**config.mk**
```make
export PLATFORM = sky130hd
export DESIGN_NAME = intersection_scheduler
export DESIGN_NICKNAME = d
export VERILOG_FILES = /design/src/rtl/intersection_scheduler.sv
export SDC_FILE = /design/constraint.sdc
export NUM_CORES = 1
export LEC_CHECK = 0
export BUFFER_PORTS_ARGS = -buffer_cell sky130_fd_sc_hd__buf_2
export CORE_MARGIN = 3
export CORE_UTILIZATION = 53
export DETAILED_ROUTE_END_ITERATION = 10
export MAX_ROUTING_LAYER = met4
export PLACE_DENSITY = 0.76
export SYNTH_ARGS = -nofsm -noshare
export SYNTH_HDL_FRONTEND = slang
export SYNTH_SLANG_ARGS = --single-unit
```
**constraint.sdc**
```tcl
create_clock -name clk -period 2.1 [get_ports clk]
set_input_delay 0.105 -clock clk [delete_from_list [all_inputs] [get_ports clk]]
set_output_delay 0.105 -clock clk [all_outputs]
set_load 0.03 [all_outputs]
```
**src/rtl/intersection_scheduler.sv**
```systemverilog
// intersection_scheduler: two-head (NS/EW) intersection sequencer.
//   Order: NS_G -> [NS_B] -> NS_Y -> RED_A -> EW_G -> [EW_B] -> EW_Y -> RED_B.
//   Green ends at GREEN_CYC, or early once MIN_GREEN has elapsed and the
//   red side has a latched request. All-red clearance between directions.
// Ports:
//   clk, rst (sync, active-high), req_ns, req_ew   : inputs
//   ns_r/ns_g/ns_y, ew_r/ew_g/ew_y                 : lamp drives
//   phase[2:0]                                     : current state encoding
//   pend_ns, pend_ew                               : latched request flags
// Optional: GREEN_BLINK_EN inserts a blinking-green phase after each green.
module intersection_scheduler #(
  parameter int unsigned CNT_W      = 12,
  parameter int unsigned GREEN_CYC  = 1024,
  parameter int unsigned MIN_GREEN  = 256,
  parameter int unsigned YELLOW_CYC = 512,
  parameter int unsigned CLEAR_CYC  = 64,
  parameter int unsigned BLINK_CYC  = 128
) (
  input  logic       clk,
  input  logic       rst,
  input  logic       req_ns,
  input  logic       req_ew,
  output logic       ns_r,
  output logic       ns_g,
  output logic       ns_y,
  output logic       ew_r,
  output logic       ew_g,
  output logic       ew_y,
  output logic [2:0] phase,
  output logic       pend_ns,
  output logic       pend_ew
);

  typedef enum logic [2:0] {
    NS_G  = 3'd0,
    NS_B  = 3'd1,
    NS_Y  = 3'd2,
    RED_A = 3'd3,
    EW_G  = 3'd4,
    EW_B  = 3'd5,
    EW_Y  = 3'd6,
    RED_B = 3'd7
  } state_t;

`ifdef GREEN_BLINK_EN
  localparam state_t NS_AFTER_G = NS_B;
  localparam state_t EW_AFTER_G = EW_B;
`else
  localparam state_t NS_AFTER_G = NS_Y;
  localparam state_t EW_AFTER_G = EW_Y;
`endif

  localparam int unsigned BLINK_LEN = 4 * BLINK_CYC;

  state_t           r_state;
  state_t           w_next;
  logic [CNT_W-1:0] r_cnt;
  logic             r_pend_ns;
  logic             r_pend_ew;
  logic             w_pend_ns_nxt;
  logic             w_pend_ew_nxt;
  logic             w_ns_exit;
  logic             w_ew_exit;
  logic             w_blink_on;
  logic             w_entering;

  assign w_ns_exit = (r_cnt == CNT_W'(GREEN_CYC - 1)) ||
                     (r_pend_ew && (r_cnt >= CNT_W'(MIN_GREEN - 1)));
  assign w_ew_exit = (r_cnt == CNT_W'(GREEN_CYC - 1)) ||
                     (r_pend_ns && (r_cnt >= CNT_W'(MIN_GREEN - 1)));

  // Lamp is off in blink quarters 0 and 2, on in quarters 1 and 3.
  assign w_blink_on = ((r_cnt / CNT_W'(BLINK_CYC)) & CNT_W'(1)) != '0;

  always_comb begin
    w_next = r_state;
    case (r_state)
      NS_G:    if (w_ns_exit) w_next = NS_AFTER_G;
      NS_B:    if (r_cnt == CNT_W'(BLINK_LEN - 1)) w_next = NS_Y;
      NS_Y:    if (r_cnt == CNT_W'(YELLOW_CYC - 1)) w_next = RED_A;
      RED_A:   if (r_cnt == CNT_W'(CLEAR_CYC - 1)) w_next = EW_G;
      EW_G:    if (w_ew_exit) w_next = EW_AFTER_G;
      EW_B:    if (r_cnt == CNT_W'(BLINK_LEN - 1)) w_next = EW_Y;
      EW_Y:    if (r_cnt == CNT_W'(YELLOW_CYC - 1)) w_next = RED_B;
      RED_B:   if (r_cnt == CNT_W'(CLEAR_CYC - 1)) w_next = NS_G;
      default: w_next = NS_G;
    endcase
  end

  assign w_entering = (w_next != r_state);

  // Entry clear beats a same-cycle request; the green/blink side never latches.
  always_comb begin
    w_pend_ns_nxt = r_pend_ns;
    if (w_next == NS_G && r_state != NS_G)
      w_pend_ns_nxt = 1'b0;
    else if (req_ns && !(r_state inside {NS_G, NS_B}) && !(w_next inside {NS_G, NS_B}))
      w_pend_ns_nxt = 1'b1;

    w_pend_ew_nxt = r_pend_ew;
    if (w_next == EW_G && r_state != EW_G)
      w_pend_ew_nxt = 1'b0;
    else if (req_ew && !(r_state inside {EW_G, EW_B}) && !(w_next inside {EW_G, EW_B}))
      w_pend_ew_nxt = 1'b1;
  end

  always_ff @(posedge clk) begin
    if (rst) begin
      r_state   <= NS_G;
      r_cnt     <= '0;
      r_pend_ns <= 1'b0;
      r_pend_ew <= 1'b0;
    end else begin
      r_state   <= w_next;
      r_cnt     <= w_entering ? '0 : r_cnt + CNT_W'(1);
      r_pend_ns <= w_pend_ns_nxt;
      r_pend_ew <= w_pend_ew_nxt;
    end
  end

  always_comb begin
    ns_r = 1'b0;
    ns_g = 1'b0;
    ns_y = 1'b0;
    ew_r = 1'b0;
    ew_g = 1'b0;
    ew_y = 1'b0;
    case (r_state)
      NS_G:  begin ns_g = 1'b1;       ew_r = 1'b1; end
      NS_B:  begin ns_g = w_blink_on; ew_r = 1'b1; end
      NS_Y:  begin ns_y = 1'b1;       ew_r = 1'b1; end
      EW_G:  begin ew_g = 1'b1;       ns_r = 1'b1; end
      EW_B:  begin ew_g = w_blink_on; ns_r = 1'b1; end
      EW_Y:  begin ew_y = 1'b1;       ns_r = 1'b1; end
      default: begin ns_r = 1'b1;     ew_r = 1'b1; end
    endcase
  end

  assign phase   = r_state;
  assign pend_ns = r_pend_ns;
  assign pend_ew = r_pend_ew;

endmodule

```
==> flow_summary.ini <==
[status]
status = complete, no violations

[synth]
synth.net_count = 113
synth.top_cells.by_count = nor2_1, dfxtp_1, nand2_1
ys_async_sr_fraction = 0
synth_area_leaders = dfxtp_1, nor2_1, xnor2_1
synth-edff-count = 0
ys_types = 34
yosys_warnings = 0
synth_area_per_cell_um2 = 8.09
synth.top_cell.area_share = 0.390
yosysMostFrequentCell = nor2_1
seq_area_frac_synth = 0.390
ys.flop_type = dfxtp_1
synth_top_area_cell = dfxtp_1
synth_seq_cells = 17
synth_cells = 108
synthesis.area_um2 = 873

[cells_and_area]
final_layout_size_suffix_gt1_frac = 0.169
n_antenna_cell = 0
area_growth_pct = 13.2
fin_nets = 130

[timing]
slew_violations = 0
slew-limit-headroom = 0.715
fin_crit_ps = 1900
fin_ws_ps = 201
period_share = 0.904
rsz0062_at_grt = yes
hold_viol_final = 0
holdWs_ps = 68.6
fin_skew_ps = 1.55
setup_viol = 0
tightest_slew_ps = 426
fmax_ghz = 0.527

[global_route]
gr-total-overflow = 0
grt_pass1_vias = 716
grt_max_degree = 13
track_usage = 0.198
grt_antenna_before_repair = 0
grt_pass1_wl_um = 3000

[critical_path]
cp_cell_sequence = ha_1, nand3_1, o21ai_1, a221o_1, a211o_2, nor2_1
critPathArrivalTime_ps = 2120
crit_type = reg2reg
cp-start-kind = register
reg2reg_depth = 6
critPathCaptureType = register
crit_slowest_cell = a211o_2
slowest_delay_ps = 460
crit_fanout = 12
required_ps = 2330

[hold_path]
holdPathStages = 2
hold_class = in2reg

[routing]
num_vias = 781
drt_wl_total_um = 1740
viasPerCell = 5.58
wl_per_cell_um = 12.4
drc = 0
firstDrtPassIters = 4
ant_nets = 0
dr.first_iter.drc_count = 7

[floorplanning]
ioPinCount = 15
fp.dieW_um = 46.6
initial_core_util = 0.573
die-area_mm2 = 0.00217
die_h_um = 46.6
core_mm2 = 0.00152
row_count = 14

[power_and_ir_drop]
ir_worst_vdd_v = 0.000360
p_per_area_mw_per_mm2 = 543
power.total_w = 0.000536
p_leak_nw = 0.402

[clocking]
root_buffer = clkbuf_4
clock_latency_ps = 290
post_cts_resized = 0
cts_tree = built
cts_setup_buffers = 0
clk_pin_slew_worst_paths_ps = 90
hold_buffers = 0
cts_max_level = 1
numCtsBuffers = 3
cts.sinks = 17
clockBufferDepth = 2

[placement]
dp_slack_ps = 111
dp_hpwl_um = 1310
gp_congestion = 0.897
io_buffers = 14

[job]
cap_violations = 0
report_power, final:
group	leakage, nW	internal [W]	switching [W]
clock	0.0150	0.0000739	0.0000956
sequential	0.138	0.000330	0.00000546
combinational	0.249	0.0000127	0.0000192
total	0.402	0.000416	0.000120
final timing paths:
kind | from | to | slack, ps
hold reg to reg | r_cnt[0] | r_cnt[0] | 480
hold / removal | rst | phase[1] | 70
setup reg to reg | r_cnt[0] | r_cnt[5] | 200
setup / recovery | r_cnt[0] | r_cnt[5] | 200
cell type report:
type | instances | area, µm²
clock buffer | 4 | 26.3
multi-input combinational | 82 | 498
timing repair buffer | 16 | 85.1
sequential | 17 | 340
tap | 16 | 20.0
fill | 138 | 536
inverter | 5 | 18.8
cells by family (layout without fill, tap and decap cells):
logic type,count (synthesis),after routing,share of synthesized area
AO/OA/AOI/OAI,17,17,0.140
XOR/XNOR,11,11,0.110
AND/OR/NAND/NOR,52,52,0.292
flip-flops,17,17,0.390
adder cells (fa/ha/maj),1,1,0.0143
multiplexers,1,1,0.0115
buffers and inverters,9,25,0.0415
metrics by stage:
| stage | setup TNS [ps] | util | instances | instance area [µm²] |
|---|---|---|---|---|
| floorplan | 0 | - | 108 | 873 |
| global placement | 0 | 0.631 | 136 | 961 |
| detailed placement | 0 | 0.631 | 136 | 961 |
| CTS | 0 | 0.648 | 140 | 987 |
| global route | -29.0 | 0.649 | 140 | 988 |
| finish | 0 | 0.649 | 140 | 988 |
state kept, by name, summed over array words and instances (netlist names):
register,count
pend_ew,1
r_cnt,12
phase,3
pend_ns,1
cell usage in the layout (no fill, tap or decap), drive strengths merged, types with 2 or more instances in the layout:
| cell type | synthesis | layout |
|---|---|---|
| a211oi | 2 | 2 |
| a211o | 2 | 2 |
| a21oi | 2 | 2 |
| nand3 | 4 | 4 |
| dfxtp | 17 | 17 |
| o21ai | 3 | 3 |
| and3 | 2 | 2 |
| xnor2 | 8 | 8 |
| nor4b | 2 | 2 |
| nor2 | 23 | 23 |
| nand2 | 10 | 10 |
| buf | 3 | 16 |
| and4 | 2 | 2 |
| o21a | 2 | 2 |
| nand4 | 2 | 2 |
| inv | 5 | 5 |
| clkbuf | 1 | 4 |
| xor2 | 3 | 3 |
| nor3 | 3 | 3 |
routing by layer:
metal | vias up | GRT usage | wire length (µm)
met1 | 349 | 0.226 | 795
met2 | 19 | 0.327 | 832
met5 | - | - | 0
met4 | 0 | 0.114 | 39
met3 | 5 | 0.0273 | 71
li1 | 408 | - | -
critical path, delay by kind of cell, from the launching register on:
kind,cells,cell delay [ps]
AO/OA/AOI/OAI,3,940
flip-flops,1,340
AND/OR/NAND/NOR,2,320
adder cells (fa/ha/maj),1,240
No activity file was read; power rests on OpenSTA's default activity.
